$ cat config.mk
export PLATFORM = sky130hd
export DESIGN_NAME = pro_seg_display_ctrl
export DESIGN_NICKNAME = d
export VERILOG_FILES = /design/src/rtl/pro_seg_pkg.sv /design/src/rtl/pro_seg_glyph.sv /design/src/rtl/pro_seg_display_ctrl.sv
export SDC_FILE = /design/constraint.sdc
export NUM_CORES = 1
export LEC_CHECK = 0
export BUFFER_PORTS_ARGS = -buffer_cell sky130_fd_sc_hd__buf_2
export CAP_MARGIN = 25
export CORE_UTILIZATION = 56
export CTS_CLUSTER_DIAMETER = 200
export DETAILED_ROUTE_END_ITERATION = 10
export PLACE_DENSITY = 0.74
export SYNTH_ARGS = -nofsm -noshare
export SYNTH_HDL_FRONTEND = slang
export SYNTH_SLANG_ARGS = --single-unit
$ cat constraint.sdc
create_clock -name clk_50M -period 9.9 [get_ports clk_50M]
set_input_delay 0 -clock clk_50M [delete_from_list [all_inputs] [get_ports clk_50M]]
set_output_delay 0 -clock clk_50M [all_outputs]
set_load 0.02 [all_outputs]
$ cat src/rtl/pro_seg_pkg.sv
// Shared encodings for the paged 7-segment controller: display modes, glyph codes, FSM states.
// Pure declarations; no timing or flow-control behaviour of its own.
package pro_seg_pkg;

  typedef enum logic [1:0] {
    MODE_DEC  = 2'd0,
    MODE_LZB  = 2'd1,
    MODE_HEX  = 2'd2,
    MODE_DASH = 2'd3
  } mode_e;

  typedef enum logic [1:0] {
    ST_IDLE  = 2'd0,
    ST_CONV  = 2'd1,
    ST_LATCH = 2'd2
  } state_e;

  localparam logic [4:0] GLY_BLANK = 5'd16;
  localparam logic [4:0] GLY_DASH  = 5'd17;

  // Double-dabble correction applied to one BCD nibble before each shift.
  function automatic logic [3:0] dabble_adj(input logic [3:0] n);
    return (n >= 4'd5) ? n + 4'd3 : n;
  endfunction

endpackage

$ cat src/rtl/pro_seg_glyph.sv
// Glyph code to active-high segments (bit order g..a); purely combinational, zero latency.
// No flow control: codes 0-15 are hex glyphs, GLY_DASH lights g only, anything else is blank.
module pro_seg_glyph
  import pro_seg_pkg::*;
(
  input  logic [4:0] code,
  output logic [6:0] seg
);

  always_comb begin
    seg = 7'h00;
    case (code)
      5'd0:     seg = 7'h3F;
      5'd1:     seg = 7'h06;
      5'd2:     seg = 7'h5B;
      5'd3:     seg = 7'h4F;
      5'd4:     seg = 7'h66;
      5'd5:     seg = 7'h6D;
      5'd6:     seg = 7'h7D;
      5'd7:     seg = 7'h07;
      5'd8:     seg = 7'h7F;
      5'd9:     seg = 7'h6F;
      5'd10:    seg = 7'h77;
      5'd11:    seg = 7'h7C;
      5'd12:    seg = 7'h39;
      5'd13:    seg = 7'h5E;
      5'd14:    seg = 7'h79;
      5'd15:    seg = 7'h71;
      GLY_DASH: seg = 7'h40;
      default:  seg = 7'h00;
    endcase
  end

endmodule

$ cat src/rtl/pro_seg_display_ctrl.sv
// Binary to paged 7-segment display: bit-serial double-dabble, valid DATA_W+1 cycles after a DEC load,
// 1 cycle after HEX/DASH. No queueing: loads arriving while a conversion or latch is pending are dropped.
module pro_seg_display_ctrl
  import pro_seg_pkg::*;
#(
  parameter int DATA_W     = 16,
  parameter int DIGITS     = 4,
  parameter int NBCD       = 2 * DIGITS,
  parameter int CLK_HZ     = 50_000_000,
  parameter int BLINK_HZ   = 1,
  parameter int ACTIVE_LOW = 1
)(
  input  logic                  clk_50M,
  input  logic                  rst,
  input  logic                  load,
  input  logic [DATA_W-1:0]     data,
  input  logic [1:0]            mode,
  input  logic                  blink_en,
  output logic                  busy,
  output logic                  valid,
  output logic                  overflow,
  output logic [7*DIGITS-1:0]   seg
);

  localparam int HALF  = CLK_HZ / (2 * BLINK_HZ);
  localparam int PRE_W = (HALF > 1) ? $clog2(HALF) : 1;
  localparam int CNT_W = $clog2(DATA_W + 1);
  localparam int NHEX  = (DATA_W + 3) / 4;
  localparam int NP0   = (NBCD > 2 * DIGITS) ? NBCD : 2 * DIGITS;
  localparam int NP    = (NP0 > NHEX) ? NP0 : NHEX;
  localparam logic [7*DIGITS-1:0] SEG_OFF = (ACTIVE_LOW != 0) ? '1 : '0;

  state_e                  state, state_nxt;
  logic                    capture;
  mode_e                   mode_q;
  logic [DATA_W-1:0]       bin;
  logic [4*NBCD-1:0]       bcd, bcd_adj;
  logic [CNT_W-1:0]        cnt;
  logic [PRE_W-1:0]        pre;
  logic                    phase, toggle;
  logic [DIGITS-1:0][4:0]  codes0, codes1, new0, new1, show;
  logic                    new_ovf, seen0, seen1;
  logic [4*NP-1:0]         bcd_pad, hex_pad;
  logic [7*DIGITS-1:0]     seg_raw;

  always_ff @(posedge clk_50M or posedge rst) begin
    if (rst) state <= ST_IDLE;
    else     state <= state_nxt;
  end

  always_comb begin
    state_nxt = state;
    capture   = 1'b0;
    case (state)
      ST_IDLE: if (load) begin
        capture   = 1'b1;
        state_nxt = (mode >= MODE_HEX) ? ST_LATCH : ST_CONV;
      end
      ST_CONV:  if (cnt == CNT_W'(DATA_W - 1)) state_nxt = ST_LATCH;
      ST_LATCH: state_nxt = ST_IDLE;
      default:  state_nxt = ST_IDLE;
    endcase
  end

  always_comb begin
    bcd_adj = '0;
    for (int i = 0; i < NBCD; i++) bcd_adj[4*i +: 4] = dabble_adj(bcd[4*i +: 4]);
  end

  always_ff @(posedge clk_50M or posedge rst) begin
    if (rst) begin
      bin    <= '0;
      bcd    <= '0;
      cnt    <= '0;
      mode_q <= MODE_DEC;
      busy   <= 1'b0;
    end else begin
      if (capture) begin
        bin    <= data;
        bcd    <= '0;
        cnt    <= '0;
        mode_q <= mode_e'(mode);
      end else if (state == ST_CONV) begin
        {bcd, bin} <= {bcd_adj, bin} << 1;
        cnt        <= cnt + 1'b1;
      end
      busy <= (state == ST_CONV);
    end
  end

  // Build both pages from the finished conversion (or raw nibbles); page 1 always drops leading zeros.
  always_comb begin
    bcd_pad = '0;
    bcd_pad[4*NBCD-1:0] = bcd;
    hex_pad = '0;
    hex_pad[DATA_W-1:0] = bin;
    new_ovf = 1'b0;
    new0    = '0;
    new1    = '0;
    seen0   = 1'b0;
    seen1   = 1'b0;
    case (mode_q)
      MODE_DASH: begin
        for (int i = 0; i < DIGITS; i++) begin
          new0[i] = GLY_DASH;
          new1[i] = GLY_DASH;
        end
      end
      MODE_HEX: begin
        new_ovf = (NHEX > DIGITS) ? 1'b1 : 1'b0;
        for (int i = 0; i < DIGITS; i++) begin
          new0[i] = (i < NHEX) ? {1'b0, hex_pad[4*i +: 4]} : GLY_BLANK;
          new1[i] = {1'b0, hex_pad[4*(DIGITS+i) +: 4]};
        end
      end
      default: begin
        for (int i = DIGITS; i < NBCD; i++)
          if (bcd_pad[4*i +: 4] != 4'd0) new_ovf = 1'b1;
        for (int i = 0; i < DIGITS; i++) begin
          new0[i] = {1'b0, bcd_pad[4*i +: 4]};
          new1[i] = {1'b0, bcd_pad[4*(DIGITS+i) +: 4]};
        end
      end
    endcase
    for (int i = DIGITS - 1; i >= 0; i--) begin
      seen1 = seen1 | (new1[i] != 5'd0) | (i == 0);
      if (!seen1) new1[i] = GLY_BLANK;
      seen0 = seen0 | (new0[i] != 5'd0) | (i == 0);
      if (mode_q == MODE_LZB && !new_ovf && !seen0) new0[i] = GLY_BLANK;
    end
  end

  assign toggle = (state != ST_LATCH) && (pre == PRE_W'(HALF - 1));

  // Selects what the display shows after this edge, i.e. using the phase about to be entered.
  always_comb begin
    show = codes0;
    if (state == ST_LATCH)                show = new0;
    else if (overflow && !phase)          show = codes1;
    else if (!overflow && blink_en && !phase)
      for (int i = 0; i < DIGITS; i++) show[i] = GLY_BLANK;
  end

  for (genvar g = 0; g < DIGITS; g++) begin : g_digit
    pro_seg_glyph u_glyph (
      .code (show[g]),
      .seg  (seg_raw[7*g +: 7])
    );
  end

  always_ff @(posedge clk_50M or posedge rst) begin
    if (rst) begin
      codes0   <= {DIGITS{GLY_BLANK}};
      codes1   <= {DIGITS{GLY_BLANK}};
      overflow <= 1'b0;
      valid    <= 1'b0;
      pre      <= '0;
      phase    <= 1'b0;
      seg      <= SEG_OFF;
    end else begin
      valid <= (state == ST_LATCH);
      if (state == ST_LATCH) begin
        codes0   <= new0;
        codes1   <= new1;
        overflow <= new_ovf;
        pre      <= '0;
        phase    <= 1'b0;
      end else if (toggle) begin
        pre   <= '0;
        phase <= ~phase;
      end else begin
        pre <= pre + 1'b1;
      end
      if (state == ST_LATCH || toggle)
        seg <= (ACTIVE_LOW != 0) ? ~seg_raw : seg_raw;
    end
  end

endmodule

==> key figures <==
Floorplanning
  – FP Rows: 44
  – Die width: 125.7 um
  – Die ar.: 15800 um^2
  – Die Height: 125.7 um
  – Number of top-level pins: 53
  – Core area: 14750 um^2
  – Initial Utilization: 58.09%

STA
  – Final min period: 3352 ps
  – Final hold vios: 0
  – Fmax: 298.3 MHz
  – Final worst-path cycle share: 33.86%
  – Clock Skew: 8.118 ps
  – Max Slew Vio Count: 0
  – Final setup viols: 0
  – Slew headroom: 35.43%
  – Least-Margin Pin Slew: 964.9 ps
  – RSZ-0062 raised after global routing: no
  – TNS Setup: 0 ps

Clock tree
  – H-tree depth: 4
  – CTS Buf Count: 17
  – Clock Tree Buf Depth: 2
  – Clock sinks: 153
  – CTS Root Cell: clkbuf_16
  – Post-CTS setup buffer count: 0
  – CTS Hold Bufs: 20
  – Post-CTS sizing: 0
  – Skew-Pair Late Insertion Delay: 430 ps
  – Clock slew at reported path FFs: 60 ps
  – TritonCTS clock tree: built

Synthesis
  – Synth Cell Area: 8571 um^2
  – Synth cell count leaders: dfrtp_1, nand2_1, nor2_1
  – Ranking of synthesized cells by area: dfrtp_1, dfstp_2, ha_1, nand2_1, nor2_1
  – Synth Register Bits: 153
  – Netlist cell types: 76
  – Register area share after synthesis: 45.18%
  – Ys async rst share: 100.0%
  – EDFF count, synth: 0
  – Synth top area share: 34.45%
  – YS warnings: 0
  – Syn nets: 981
  – Syn avg cell area: 9.357 um^2
  – Cells after synthesis: 916
  – Dominant synthesized flop cell: dfrtp_1
  – Largest area contributor in the netlist: dfrtp_1
  – Most frequent cell after synthesis: dfrtp_1

Place
  – Port Buf Inserts: 52
  – Post-DP HPWL: 12910 um
  – Inst Count DP: 1108
  – GP Congestion: 0.8415

Final layout
  – Layout cells sized above 1: 16.27%
  – Fill count: 1210
  – Area grow syn2layout: 13.37%
  – Nets: 1029
  – Antenna Cells: 0
  – Fin cells: 1161

Setup path
  – Worst Path Arrival: 3670 ps
  – Reg-to-Reg Start: state[0]
  – Critical path required time: 10220 ps
  – Crit start category: register
  – Crit path capture: seg[3]
  – Top delay family on crit path: simple AND/OR/NAND/NOR gates
  – Crit path cell chain: nand2b_4 > inv_1 > buf_4 > a221oi_1 > nor2_1 > mux2_2 > mux2i_1 > a31oi_1
  – Slowest CP cell: nor2_1
  – R2R cell count: 8
  – RR Endpoint: seg[3]
  – Reg2reg setup slack: 6550 ps
  – CP endpoint kind: register
  – Cell depth of the worst setup path: 8
  – Worst-path fanout max: 65
  – Slowest Stage Delay on Critical Path: 770 ps
  – Crit path launch: state[0]
  – Buf/Inv on CP: 2
  – Crit Path Category: register to register

Drt
  – DR WL met2: 8777 um
  – Drt wl/cell: 16.83 um
  – Vias: 6916
  – Metal-1 WL: 9576 um
  – Vias per cell: 5.957
  – Met3 WL: 857 um
  – Post-route ant nets: 0
  – 1st-pass router iterations: 5
  – # DRC: 0
  – 1st-iter DRT viols: 542
  – Top sig layer: met4
  – Final WL: 19540 um

Worst hold path
  – Type of the tightest min-delay check: input port to async pin

Global route
  – Initial antenna violation count: 0
  – First-pass GRT wire length: 33140 um
  – GRT overflow: 0
  – GRT Util Overall: 26.50%
  – Vias in the first global route: 6449
  – Largest net degree at the start of global routing: 82

Power and ir drop
  – Power Dens Cells: 335.6 nW/um^2
  – Worst VDD drop: 0.0002898 V
  – P_leak: 0.004274 uW
  – Total power: 3261 uW

Run
  – Max Cap Viol: 0

Run status
  – Status: finished clean
[kinds of logic after synthesis]
kind of cell / count (synthesis) / share of synthesized area (%)
xor+xnor: 37 / 3.781
compound gates: 236 / 19.71
fa+ha+maj: 43 / 6.277
flops: 153 / 45.18
buf+inv: 89 / 4.671
mux: 17 / 2.131
simple gates: 341 / 18.25
[cell usage in the layout, fill, tap and decap left out, types with 10 or more instances in the layout]
cell	count
buf_2	52
a21oi_1	32
nand3_1	42
o31ai_1	13
xor2_1	20
nor2_1	106
inv_1	35
dlygate4sd3_1	20
a31oi_1	20
ha_1	43
dfrtp_1	118
clkbuf_16	17
xnor2_1	17
nand2b_1	10
and3_1	12
mux2i_1	13
o21ai_0	56
a22oi_1	20
dfstp_2	35
nand2_1	115
[final cells by class]
cell class | instances | area [um^2] | share of cell area (%)
Clock inverter | 13 | 176.4 | 1.816
Multi-Input combinational cell | 674 | 4303 | 44.28
Timing Repair Buffer | 80 | 544.3 | 5.601
Tap cell | 184 | 230.2 | 2.369
Sequential cell | 153 | 3872 | 39.85
Clock buffer | 19 | 442.9 | 4.558
Inverter | 38 | 147.6 | 1.519
[power breakdown]
group,leakage [uW],internal (uW),switching [uW]
combinational,0.00207,564,858
sequential,0.00190,917,236
clock,0.000299,426,260
total,0.00427,1910,1350
[registers in the layout (all words and copies together) (netlist names)]
| register | count |
|---|---|
| overflow | 1 |
| valid | 1 |
| state | 2 |
| mode_q | 2 |
| bin | 16 |
| codes0 | 20 |
| bcd | 32 |
| phase | 1 |
| cnt | 5 |
| pre | 25 |
| seg | 28 |
| busy | 1 |
| codes1 | 19 |
[worst min path at each step]
stage	startpoint	end	slack, ps	cells past startpoint
finish	rst	pre[16]	240	3
global route	rst	pre[16]	330	3
floorplan	mode[1]	state[0]	90	1
global placement	rst	pre[14]	190	2
detailed placement	rst	pre[14]	190	2
CTS	rst	bcd[29]	280	3
[metal layers]
layer | vias up | track usage, %
met5 | - | 0
met4 | 0 | 9.254
met3 | 25 | 4.673
met2 | 182 | 40.23
met1 | 3343 | 38.32
li1 | 3366 | -
[through the flow]
stage	cell area [um^2]	util [%]	setup WS (ps)	hold slack (ps)
global placement	8859	60.04	6738	186.3
finish	9717	65.86	6548	240.0
detailed placement	8870	60.12	6634	186.8
global route	9717	65.86	6246	325.5
floorplan	8571	-	5836	89.07
CTS	9689	65.67	6601	275.7
[worst min-delay path, stage by stage]
cell and delay, ps:
dlygate4sd3_1 530, buf_2 140, inv_6 490
No activity file was read; power rests on OpenSTA's default activity.
